$ cat config.mk
export PLATFORM = sky130hd
export DESIGN_NAME = hazard_stall_controller
export DESIGN_NICKNAME = d
export VERILOG_FILES = /design/src/rtl/mips_pipe_pkg.sv /design/src/rtl/md_occupancy_tracker.sv /design/src/rtl/hazard_stall_controller.sv
export SDC_FILE = /design/constraint.sdc
export NUM_CORES = 1
export LEC_CHECK = 0
export ABC_AREA = 0
export CORE_MARGIN = 2
export CORE_UTILIZATION = 31
export CTS_BUF_LIST = sky130_fd_sc_hd__clkbuf_4 sky130_fd_sc_hd__clkbuf_8
export DETAILED_ROUTE_END_ITERATION = 12
export MAX_ROUTING_LAYER = met4
export PLACE_DENSITY = 0.84
export SYNTH_ARGS = -nofsm -noshare
export SYNTH_HDL_FRONTEND = slang
export SYNTH_HIERARCHICAL = 1
export SYNTH_SLANG_ARGS = --single-unit
$ cat constraint.sdc
create_clock -name clk -period 1.8 [get_ports clk]
set_clock_uncertainty 0.1 [all_clocks]
set_input_delay 0.18 -clock clk [delete_from_list [all_inputs] [get_ports clk]]
set_output_delay 0.18 -clock clk [all_outputs]
set_load 0.02 [all_outputs]
$ cat src/rtl/mips_pipe_pkg.sv
`default_nettype none
// ============================================================================
// Module      : mips_pipe_pkg
// Description : Shared types and constants for the MIPS pipeline sequencing
//               logic (mult/div FSM state encoding, zero register, default
//               mult/div latency).
// Revision    : 1.0 - initial release
// ============================================================================
package mips_pipe_pkg;

    // Mult/div occupancy FSM states
    typedef enum logic [0:0] {
        MD_IDLE = 1'b0,
        MD_BUSY = 1'b1
    } md_state_t;

    // Architectural zero register; never a real dependency
    localparam logic [4:0] REG_ZERO = 5'd0;

    // Default mult/div execution latency in cycles
    localparam int MD_LATENCY_DEFAULT = 32;

endpackage
`default_nettype wire

$ cat src/rtl/md_occupancy_tracker.sv
`default_nettype none
// ============================================================================
// Module      : md_occupancy_tracker
// Description : Tracks occupancy of the multi-cycle mult/div unit. A start
//               pulse moves the FSM to BUSY for exactly MD_LATENCY cycles;
//               md_done marks the final cycle when HI/LO are written.
// Revision    : 1.0 - initial release
// ============================================================================
module md_occupancy_tracker
    import mips_pipe_pkg::*;
#(
    parameter int MD_LATENCY = MD_LATENCY_DEFAULT
) (
    input  logic clk,
    input  logic rst_n,
    input  logic md_start,
    output logic md_busy,
    output logic md_done
);

    // Counter only needs to hold MD_LATENCY-1 down to 0
    localparam int            c_CW   = (MD_LATENCY > 2) ? $clog2(MD_LATENCY) : 1;
    localparam logic [c_CW-1:0] c_LOAD = c_CW'(MD_LATENCY - 1);
    localparam logic [c_CW-1:0] c_ONE  = c_CW'(1);

    md_state_t         r_state;
    md_state_t         w_state_nxt;
    logic [c_CW-1:0]   r_cnt;
    logic [c_CW-1:0]   w_cnt_nxt;

    // State and latency counter registers; reset aborts any in-flight op
    always_ff @(posedge clk) begin
        if (!rst_n) begin
            r_state <= MD_IDLE;
            r_cnt   <= '0;
        end else begin
            r_state <= w_state_nxt;
            r_cnt   <= w_cnt_nxt;
        end
    end

    // Next-state: start loads the counter, BUSY counts down to the done cycle
    always_comb begin
        w_state_nxt = r_state;
        w_cnt_nxt   = r_cnt;
        case (r_state)
            MD_IDLE: begin
                if (md_start) begin
                    w_state_nxt = MD_BUSY;
                    w_cnt_nxt   = c_LOAD;
                end
            end
            MD_BUSY: begin
                // A start while busy cannot be legitimate and is ignored
                if (r_cnt == '0) begin
                    w_state_nxt = MD_IDLE;
                end else begin
                    w_cnt_nxt = r_cnt - c_ONE;
                end
            end
            default: begin
                w_state_nxt = MD_IDLE;
                w_cnt_nxt   = '0;
            end
        endcase
    end

    assign md_busy = (r_state == MD_BUSY);
    assign md_done = (r_state == MD_BUSY) && (r_cnt == '0);

endmodule
`default_nettype wire

$ cat src/rtl/hazard_stall_controller.sv
`default_nettype none
// ============================================================================
// Module      : hazard_stall_controller
// Description : Pipeline sequencing controller. Detects load-use, taken-branch
//               and mult/div-occupancy hazards and drives PC / IF-ID write
//               enables, IF/ID flush and ID/EX bubble insertion.
//               Optional macro HAZARD_PERF_CNT_EN builds saturating stall and
//               flush performance counters; otherwise they read as zero.
// Revision    : 1.0 - initial release
// ============================================================================
module hazard_stall_controller
    import mips_pipe_pkg::*;
#(
    parameter int MD_LATENCY = MD_LATENCY_DEFAULT,
    parameter int CNT_W      = 32
) (
    input  logic             clk,
    input  logic             rst_n,
    input  logic             id_ex_mem_read,
    input  logic [4:0]       id_ex_write_reg_addr,
    input  logic [4:0]       if_id_instr_rs,
    input  logic [4:0]       if_id_instr_rt,
    input  logic             if_id_uses_rt,
    input  logic             if_id_uses_md,
    input  logic             ex_branch_taken,
    input  logic             ex_md_start,
    output logic             pc_write_en,
    output logic             if_id_write_en,
    output logic             if_id_flush,
    output logic             id_ex_bubble,
    output logic             md_busy,
    output logic             md_done,
    output logic [CNT_W-1:0] stall_cycles,
    output logic [CNT_W-1:0] flush_count
);

    logic w_load_use;
    logic w_md_hazard;

    md_occupancy_tracker #(
        .MD_LATENCY (MD_LATENCY)
    ) u_md_tracker (
        .clk      (clk),
        .rst_n    (rst_n),
        .md_start (ex_md_start),
        .md_busy  (md_busy),
        .md_done  (md_done)
    );

    // A load into $0 never creates a dependency
    assign w_load_use = id_ex_mem_read
                      && (id_ex_write_reg_addr != REG_ZERO)
                      && ((id_ex_write_reg_addr == if_id_instr_rs)
                          || (if_id_uses_rt && (id_ex_write_reg_addr == if_id_instr_rt)));

    // HI/LO consumers wait through the done cycle as well
    assign w_md_hazard = md_busy && if_id_uses_md;

    // Prioritised enables: reset, then branch squash, then stall, else flow
    always_comb begin
        pc_write_en    = 1'b1;
        if_id_write_en = 1'b1;
        if_id_flush    = 1'b0;
        id_ex_bubble   = 1'b0;
        if (!rst_n) begin
            pc_write_en    = 1'b0;
            if_id_write_en = 1'b0;
            if_id_flush    = 1'b1;
            id_ex_bubble   = 1'b1;
        end else if (ex_branch_taken) begin
            if_id_flush  = 1'b1;
            id_ex_bubble = 1'b1;
        end else if (w_load_use || w_md_hazard) begin
            pc_write_en    = 1'b0;
            if_id_write_en = 1'b0;
            id_ex_bubble   = 1'b1;
        end
    end

`ifdef HAZARD_PERF_CNT_EN
    localparam logic [CNT_W-1:0] c_CNT_ONE = CNT_W'(1);

    logic [CNT_W-1:0] r_stall_cycles;
    logic [CNT_W-1:0] r_flush_count;

    // Saturating performance counters; they hold at all-ones
    always_ff @(posedge clk) begin
        if (!rst_n) begin
            r_stall_cycles <= '0;
            r_flush_count  <= '0;
        end else begin
            if (!pc_write_en && (r_stall_cycles != '1)) begin
                r_stall_cycles <= r_stall_cycles + c_CNT_ONE;
            end
            if (if_id_flush && (r_flush_count != '1)) begin
                r_flush_count <= r_flush_count + c_CNT_ONE;
            end
        end
    end

    assign stall_cycles = r_stall_cycles;
    assign flush_count  = r_flush_count;
`else
    assign stall_cycles = '0;
    assign flush_count  = '0;
`endif

endmodule
`default_nettype wire

# Word-level counts from Yosys, hierarchy flattened
# Index checks and enable logic that the tools add are counted.
[totals]
inputBits = 22
regBits = 6
out_inout_bits = 70
latchBits = 0
romBits = 0
elab_cells = 32
ram_bits = 0
mem_count = 0
[classes]
shifts = 0
add_sub_neg = 1
mux = 14
multipliers = 0
n_bitwise = 1
reduce_logical = 10
eq_ne = 4
magnitude_cmp = 0
div_mod_pow = 0
[ops]
columns = ["op", "n"]
rows = [
  ["equality test 5 bit", 2],
  ["2-to-1 mux 1 bit", 10],
  ["2-to-1 mux 5 bit", 2],
  ["case mux 5 bit (2 select lines)", 1],
  ["logical AND 1 bit", 5],
  ["zero test 5 bit", 1],
  ["nonzero test 5 bit", 1],
  ["subtractor 5 x 1 -> 5 bit, second input constant", 1],
  ["!= test 2 bit, second input constant", 2],
  ["logical OR 1 bit", 2],
  ["case mux 1 bit (2 select lines)", 1],
  ["AND reduction 2 bit", 1],
  ["inverter 1 bit", 1],
]

# Depth between registers and ports, before layout
# Gate-level depths: netlist (run 1).
[logic_depth]
depth_word = 8
mapped_depth = 5
mapped_depth_nobuf = 5

# By module
# The synthesis (run 1) kept the hierarchy.
[by_module_without_submodules]
columns = ["module", "n_inst", "cells_each", "seq_area_each_um2", "area_per_inst_um2"]
rows = [
  ["hazard_stall_controller", 1, 87, 0.0, 655.6],
  ["md_occupancy_tracker", 1, 30, 120.1, 290.3],
]

# Worst setup path after synthesis (run 1)
# No wires, ideal clock.
[synth_timing]
kind = "reg-to-reg"
from = "register u_md_tracker.r_state, in the netlist u_md_tracker/md_busy"
to = "register u_md_tracker.r_cnt[0]"
slack_ps = 14
stages_incl_launch_ff = 4
synth_period_minus_slack_ps = 1786
setup_ps = 154
path_buffers = 0
t_required_ps = 1546
arrival_time_ps = 1532
path_cell_list = "dfxtp_1 -> nand2_1 -> nor4_1 -> o2bb2ai_1"
[synth_between]
elab_chain_len = 3
word_cells_on_any_way = 5
classes_between = "eq/ne (2); mux (1); bitwise (1); reduce/logical (1)"
[synth_rtl]
columns = ["item", "line_no", "text"]
rows = [
  ["from (decl)", "md_occupancy_tracker.sv:26", "md_state_t r_state;"],
  ["from (signal assigned)", "md_occupancy_tracker.sv:37", "r_state <= w_state_nxt;"],
  ["inverter 1 bit", "md_occupancy_tracker.sv:46", "case (r_state)"],
  ["!= test 2 bit (no source line)", "-", ""],
  ["AND reduction 2 bit (no source line)", "-", ""],
  ["to (signal assigned)", "md_occupancy_tracker.sv:38", "r_cnt <= w_cnt_nxt;"],
  ["to (decl)", "md_occupancy_tracker.sv:28", "logic [c_CW-1:0] r_cnt;"],
]
# Parallel ways exist; a longest one is shown, timed or not.
# A chain may end at the register's enable or synchronous reset.

# Worst setup path after layout (run 1)
[layout_timing]
from = "input id_ex_write_reg_addr[1]"
to = "output pc_write_en"
[layout_between]
elab_chain_len = 8
word_cells_on_any_way = 11
classes_between = "eq/ne (2); mux (3); reduce/logical (6)"
[layout_rtl]
columns = ["item", "line_no", "text"]
rows = [
  ["from (decl)", "hazard_stall_controller.sv:20", "input logic [4:0] id_ex_write_reg_addr,"],
  ["equality test 5 bit", "hazard_stall_controller.sv:54", "|| (if_id_uses_rt && (id_ex_write_reg_addr == if_id_instr_rt)));"],
  ["logical AND 1 bit", "hazard_stall_controller.sv:54", ""],
  ["logical OR 1 bit", "hazard_stall_controller.sv:54", ""],
  ["logical AND 1 bit *", "hazard_stall_controller.sv:53", "&& ((id_ex_write_reg_addr == if_id_instr_rs)"],
  ["logical OR 1 bit *", "hazard_stall_controller.sv:73", "end else if (w_load_use || w_md_hazard) begin"],
  ["2-to-1 mux 1 bit *", "hazard_stall_controller.sv:73", ""],
  ["2-to-1 mux 1 bit *", "hazard_stall_controller.sv:70", "end else if (ex_branch_taken) begin"],
  ["2-to-1 mux 1 bit *", "hazard_stall_controller.sv:65", "if (!rst_n) begin"],
  ["to (decl)", "hazard_stall_controller.sv:27", "output logic pc_write_en,"],
]
# Every way passes the cells marked *; elsewhere a longest branch is shown, timed or not.

==> results.txt, run 1 <==
----------------------------------------------------
[Status]
  Status ... finished, final reports clean

[Timing]
  RSZ-0062 raised after global routing ... no
  Maximum frequency from static timing analysis ... 0.569 GHz
  Share of the clock period used by the worst path ... 97.6%
  Fin Setup TNS ... 0 ns
  Final setup violation count ... 0
  Hold Vio Cnt, Final ... 0
  Worst Slack Setup Final ... 0.0425 ns
  Final count of pins violating max slew ... 0
  Final critical path time including I/O delays and setup ... 1.76 ns
  Hold WS ... 0.396 ns

[Setup path]
  Endpoint type of the worst setup path ... output port
  Highest net fanout along the worst path ... 3
  Classification of the worst setup path ... input port to output port
  Critical path startpoint category ... input port
  Req. time, crit path ... 1.52 ns
  Crit path DAT ... 1.48 ns

[Route]
  Number of design rule violations left after detail routing ... 0
  WL/cell ... 8.74 um
  Initial drt markers ... 6
  Total wirelength of the detailed-routed design ... 1690 um
  Number of nets with antenna violations after routing ... 0
  DR vias/cell ... 3.74
  Via count ... 721
  First drt pass iteration count ... 4

[Place]
  Detailed placement HPWL ... 1480 um
  Count of input and output buffers ... 27
  Place WS ... -0.708 ns
  Routability congestion estimate ... 0.902

[Power]
  Switching Fraction ... 43.8%
  Register share of total power ... 26.4%
  Gate power share ... 54.1%
  Leak pwr ... 0.592 nW
  Share of power burned in the clock network ... 19.5%
  Worst-case vdd ir drop ... 127 uV
  Cell Pwr Density ... 558 nW/um^2
  Total internal power ... 362 uW
  Total power ... 645 uW
  Net load switching power ... 283 uW

[Global routing]
  Antenna violations before repair ... 0
  Total Routing Usage GR ... 9.68%
  Global-route wire length before repair ... 2330 um
  Via count of the first global-routing pass ... 585
  Pin count of the biggest net entering global routing ... 7
  Overflow after GRT ... 0

[Logic synthesis]
  Synth top area cells ... buf_4 52%, dfxtp_1 13%, xor2_1 8.3%
  Share of the synthesized area in the top cell type ... 51.6%
  Mean instance size in the synthesized netlist ... 8.08 sq um
  Synthesized area ... 946 sq um
  Yosys Warn Count ... 6
  Top cell type by total area after synthesis ... buf_4
  Sequential element share of the synthesized area ... 12.7%
  EDFF count, synth ... 0
  Fraction of synthesis flops using an asynchronous set or reset pin ... 0%
  Count of different cell masters after synthesis ... 30
  Post-synthesis register bit count ... 6
  Most used flip-flop cell after synthesis ... dfxtp_1
  Syn Inst Count ... 117

[Clock network]
  Cts-stage hold buffer count ... 0
  CTS tree ... yes
  Clock-pin slew of the registers on the worst-case setup and hold paths ... 0.05 ns
  Number of clock sinks ... 6
  # H-tree levels ... 1
  Clock root buffer master ... clkbuf_4
  Worst skew pair latency ... 0.24 ns
  Clock Tree Buf Depth ... 2
  Number of clock buffers inserted by TritonCTS ... 3

[Floorplanning]
  Starting density of the core ... 31.8%
  Die Span Y ... 59.2 um
  # rows ... 20
  Area of the core ... 2980 sq um
  Die boundary width ... 59.2 um
  I/O pin cnt ... 92
  Die area ... 3510 sq um

[Cells and area]
  Final-stage net count ... 185
  Synth-to-layout area growth ... 22.2%
  Most used cells in the layout excluding fill and tap cells ... 64 x conb_1, 14 x buf_4, 9 x clkdlybuf4s50_1, 9 x dlygate4sd2_1, 8 x xor2_1
  Ratio of cells with drive above 1 in the final layout ... 22.5%
  Most common cell after layout, fill and taps aside ... conb_1
  Core Util, Final ... 38.8%
  # diodes ... 0

[Min path]
  Hold/Removal Path Class ... flip-flop to flip-flop

[Run]
  Max Cap Viol ... 0

----------------------------------------------------
[synthesized netlist by cell type (2+ instances only)]
cell type,number
a21oi_1,5
nand2_1,2
inv_1,3
a211oi_1,2
buf_4,65
nand2b_1,2
nor2_1,2
dfxtp_1,6
xor2_1,9
[per-layer routing]
metal	up-vias	GRT usage [%]	wire length, um
met5	-	-	0
met4	0	5.84	19
met3	2	1.97	192
met1	309	10.1	576
li1	347	-	-
met2	63	16.6	899
[cell type report]
type,count,area (sq um)
fill,308,1820
multi-input combinational,106,587
timing repair buffer,42,374
sequential,6,120
tap,33,41.3
clock buffer,3,22.5
inverter,3,11.3
[registers in the layout, indices dropped and copies added (netlist names)]
register              count
u_md_tracker/r_cnt        5
u_md_tracker/md_busy      1
[power by group through the flow]
stage / clock network, mW / logic [mW] / registers (mW)
2_1_floorplan: 0 / 0.322 / 0.171
3_3_place_gp: 0 / 0.343 / 0.169
3_5_place_dp: 0 / 0.348 / 0.170
4_1_cts: 0.135 / 0.345 / 0.169
5_1_grt: 0.142 / 0.381 / 0.173
6_report: 0.126 / 0.349 / 0.170
[worst max-delay path, cell delays in order]
cell,delay [ns]
clkdlybuf4s15_2,0.21
or4_4,0.54
o21ai_2,0.14
o311a_1,0.26
buf_6,0.14
[kinds of logic after synthesis]
kind of cell | Yosys count | share of synthesized area, %
DFF | 6 | 12.7
AOI/OAI and AO/OA | 15 | 11.4
xor gates and xnor gates | 10 | 9.26
other | 1 | 0.396
and+or+nand+nor | 16 | 12.2
adders and majority gates | 1 | 1.32
buffers and inverters | 68 | 52.8
[per-stage QoR]
stage / area, sq um / cells
2_1_floorplan: 1180 / 180
3_3_place_gp: 1110 / 189
3_5_place_dp: 1110 / 189
4_1_cts: 1150 / 193
5_1_grt: 1160 / 193
6_report: 1160 / 193
[repair_timing]
| action | in CTS | in global routing |
|---|---|---|
| pin swaps | 8 | 3 |
| cloned | 0 | 0 |
| resized for setup | 48 | 7 |
| setup endpoints to repair | 4 | 5 |
| buffers inserted | 1 | 0 |
[path summary, 6_finish.rpt]
path | slack, ns | from | end | cells after the start
worst min-delay path | 0.40 | u_md_tracker/r_cnt[4] | u_md_tracker/r_cnt[4] | 2
worst max register to register | 0.11 | u_md_tracker/r_cnt[1] | u_md_tracker/r_cnt[1] | 6
worst max-delay path | 0.04 | id_ex_write_reg_addr[1] | pc_write_en | 5
worst min register to register | 0.40 | u_md_tracker/r_cnt[4] | u_md_tracker/r_cnt[4] | 2
No activity file was read; power rests on OpenSTA's default activity.
==> inputs of run 2 (changes only) <==
--- a/config.mk
+++ b/config.mk
@@ -6,8 +6,10 @@
 export NUM_CORES = 1
 export LEC_CHECK = 0
 export ABC_AREA = 0
+export CELL_PAD_IN_SITES_DETAIL_PLACEMENT = 1
+export CELL_PAD_IN_SITES_GLOBAL_PLACEMENT = 1
 export CORE_MARGIN = 2
-export CORE_UTILIZATION = 31
+export CORE_UTILIZATION = 20
 export CTS_BUF_LIST = sky130_fd_sc_hd__clkbuf_4 sky130_fd_sc_hd__clkbuf_8
 export DETAILED_ROUTE_END_ITERATION = 12
 export MAX_ROUTING_LAYER = met4
==> run 2 against run 1 <==
Power rose by 20%. Sequential share of layout area down 0.55 points. Global-route usage shrank 1.4 points. Largest power group unchanged.
==> results.txt, run 2 (synthesis gave the netlist of run 1 again) <==
----------------------------------------------------
[Setup path]
  Capturing point of the worst reg2reg path ... u_md_tracker/r_cnt[1]
  Endpoint type of the worst setup path ... output port
  Classification of the worst setup path ... input port to output port
  Req. time, crit path ... 1.52 ns (about the same)
  Highest net fanout along the worst path ... 2 (-1)
  Largest incremental delay on the critical path ... 0.48 ns (-0.06 ns)
  Critical-path cell list ... clkdlybuf4s50_1, xor2_1, nor2_1, a32oi_2, o311a_1, buf_6
  Critical path startpoint category ... input port
  Slack of the worst reg-to-reg path ... 0.06 ns (-0.05 ns)
  Crit path DAT ... 1.48 ns (about the same)
  Depth of the worst register-to-register path ... 6 (unchanged)
  Launching point of the worst reg2reg path ... u_md_tracker/r_cnt[0]
  Slowest cell on the critical path ... clkdlybuf4s50_1

[Global routing]
  Pin count of the biggest net entering global routing ... 7 (unchanged)
  Global-route wire length before repair ... 3170 um (+36%)
  Overflow after GRT ... 0 (unchanged)
  Via count of the first global-routing pass ... 701 (+20%)
  Antenna violations before repair ... 0 (unchanged)
  Total Routing Usage GR ... 8.24% (-1.4 points)

[Cells and area]
  Total of fill cells in the finished design ... 591 (+92%)
  Flip-flop count of the largest register, all copies and words added ... 5 (unchanged)
  Multi-input gate area ... 609 sq um (+3.8%)
  Ratio of cells with drive above 1 in the final layout ... 27.6% (+5.1 points)
  Most used cells in the layout excluding fill and tap cells ... 64 x conb_1, 19 x buf_4, 10 x clkdlybuf4s50_1
  Synth-to-layout area growth ... 29.1%
  Final-stage net count ... 188 (+1.6%)
  Most flops, register ... u_md_tracker/r_cnt
  Register area ... 120 sq um (unchanged)
  Area of all placed cells without fillers ... 1220 sq um (+5.6%)
  # diodes ... 0 (unchanged)
  Most common cell after layout, fill and taps aside ... conb_1

[Clock network]
  Clock-pin slew of the registers on the worst-case setup and hold paths ... 0.04 ns (about the same)
  Number of clock sinks ... 6 (unchanged)
  # H-tree levels ... 1 (unchanged)
  Number of clock buffers inserted by TritonCTS ... 3 (unchanged)
  Clock Tree Buf Depth ... 2 (unchanged)
  Cts-stage hold buffer count ... 0 (unchanged)
  Clock root buffer master ... clkbuf_8
  Worst skew pair latency ... 0.23 ns (about the same)
  CTS tree ... yes

[Min path]
  Worst Min Path Start ... u_md_tracker/r_cnt[4]
  Number of instances on the worst hold path ... 2 (unchanged)
  Worst min-delay path endpoint ... u_md_tracker/r_cnt[4]
  Hold/Removal Path Class ... flip-flop to flip-flop

[Power]
  Gate power share ... 50.3% (-3.8 points)
  Total internal power ... 450 uW (+24%)
  Cell Pwr Density ... 635 nW/um^2 (+14%)
  Share of power burned in the clock network ... 27.7% (+8.2 points)
  Worst-case vdd ir drop ... 138 uV (+8.0%)
  Total power ... 775 uW (+20%)
  Net load switching power ... 326 uW (+15%)
  Leak pwr ... 0.607 nW (+2.6%)
  Register share of total power ... 21.9% (-4.5 points)
  Switching Fraction ... 42.0% (-1.8 points)

[Floorplanning]
  Starting density of the core ... 20.4% (-11 points)
  I/O pin cnt ... 92 (unchanged)
  Area of the core ... 4630 sq um (+55%)
  # rows ... 25 (+25%)
  Die boundary width ... 72.8 um (+23%)
  Die Span Y ... 72.8 um (+23%)
  Die area ... 5300 sq um (+51%)

[Timing]
  Maximum frequency from static timing analysis ... 0.568 GHz (-0.24%)
  Share of the clock period used by the worst path ... 97.9% (+0.23 points)
  Final count of pins violating max slew ... 0 (unchanged)
  Hold Vio Cnt, Final ... 0 (unchanged)
  Final critical path time including I/O delays and setup ... 1.76 ns (+0.00417 ns)
  Final setup violation count ... 0 (unchanged)

[Route]
  DR vias/cell ... 3.58 (-4.2%)
  Number of design rule violations left after detail routing ... 0 (unchanged)
  Total wirelength of the detailed-routed design ... 2240 um (+33%)
  WL/cell ... 10.3 um (+18%)
  First drt pass iteration count ... 4 (unchanged)
  Initial drt markers ... 19 (+13)
  Number of nets with antenna violations after routing ... 0 (unchanged)
  Via count ... 777 (+7.8%)

[Place]
  DP Area ... 1160 sq um (+4.4%)
  Routability congestion estimate ... 0.745 (-17%)
  Detailed placement HPWL ... 1800 um (+22%)
  Count of input and output buffers ... 27 (unchanged)

[Status]
  Status ... finished, final reports clean

[Run]
  Max Cap Viol ... 0 (unchanged)

----------------------------------------------------
[run 2: cell types whose count changed in the layout (fill, tap and decap cells not counted), moves of 3 or more]
cell,previous run,this run
clkbuf_4,3,0
buf_4,14,19
clkbuf_2,0,3
dlygate4sd2_1,9,5
clkbuf_8,0,3
[run 2: worst max-delay path by stage]
stage                                  startpoint                     to  slack [ns]  cells after the start
after floorplan              u_md_tracker/md_busy  u_md_tracker/r_cnt[0]        0.01                      3
after global placement    id_ex_write_reg_addr[1]            pc_write_en       -0.61                      5
after detailed placement  id_ex_write_reg_addr[1]         if_id_write_en       -0.66                      5
after CTS                       if_id_instr_rs[3]         if_id_write_en       0.001                      6
after global routing            if_id_instr_rs[1]         if_id_write_en       -0.01                      6
final                           if_id_instr_rs[1]         if_id_write_en        0.04                      6
[run 2: area by class of cell]
type / count / share of cell area (%)
Multi-Input combinational cell: 106 / 49.9
Timing Repair Buffer: 45 / 30.4
Inverter: 3 / 0.922
Sequential cell: 6 / 9.84
Clock buffer: 3 / 3.38
Tap cell: 54 / 5.53
[run 2: stage by stage]
stage	worst slack (ns)	hold slack, ns	cells	setup TNS (ns)	util [%]
2_1_floorplan	0.0139	0.255	180	0	-
3_3_place_gp	-0.608	0.382	213	-1.87	25.1
3_5_place_dp	-0.661	0.421	213	-2.04	25.1
4_1_cts	0.00104	0.433	216	0	25.8
5_1_grt	-0.0104	0.477	217	-0.0189	26.4
6_report	0.0384	0.452	217	0	26.4
[run 2: worst max-delay path, delay by kind of cell]
family / cells / cell delay [ns]
XOR/XNOR: 1 / 0.18
AO/OA/AOI/OAI: 2 / 0.45
buffers and inverters: 2 / 0.62
AND/OR/NAND/NOR: 1 / 0.07
[run 2: metal layers]
metal  vias to the layer above  GRT usage (%)  part of all wire (%)
met4                         0           4.32                   1.4
met3                         2           1.80                   9.8
met1                       359           8.58                    37
met2                        62           14.4                    52
li1                        354              -                     -
met5                         -              -                     0
[run 2: what timing repair did]
| item | 4_1_cts | 5_1_grt |
|---|---|---|
| buffers inserted | 0 | 1 |
| endpoints found under the setup margin | 6 | 5 |
| resized for setup | 47 | 17 |
| pin swaps | 7 | 6 |
| cloned | 0 | 0 |
[run 2: power groups by stage]
stage                     Combinational (mW)  Clock (mW)  Sequential [mW]
after floorplan                        0.322           0            0.171
after global placement                 0.364           0            0.166
after detailed placement               0.375           0            0.167
after CTS                              0.369       0.223            0.167
after global routing                   0.423       0.231            0.170
final                                  0.390       0.215            0.170
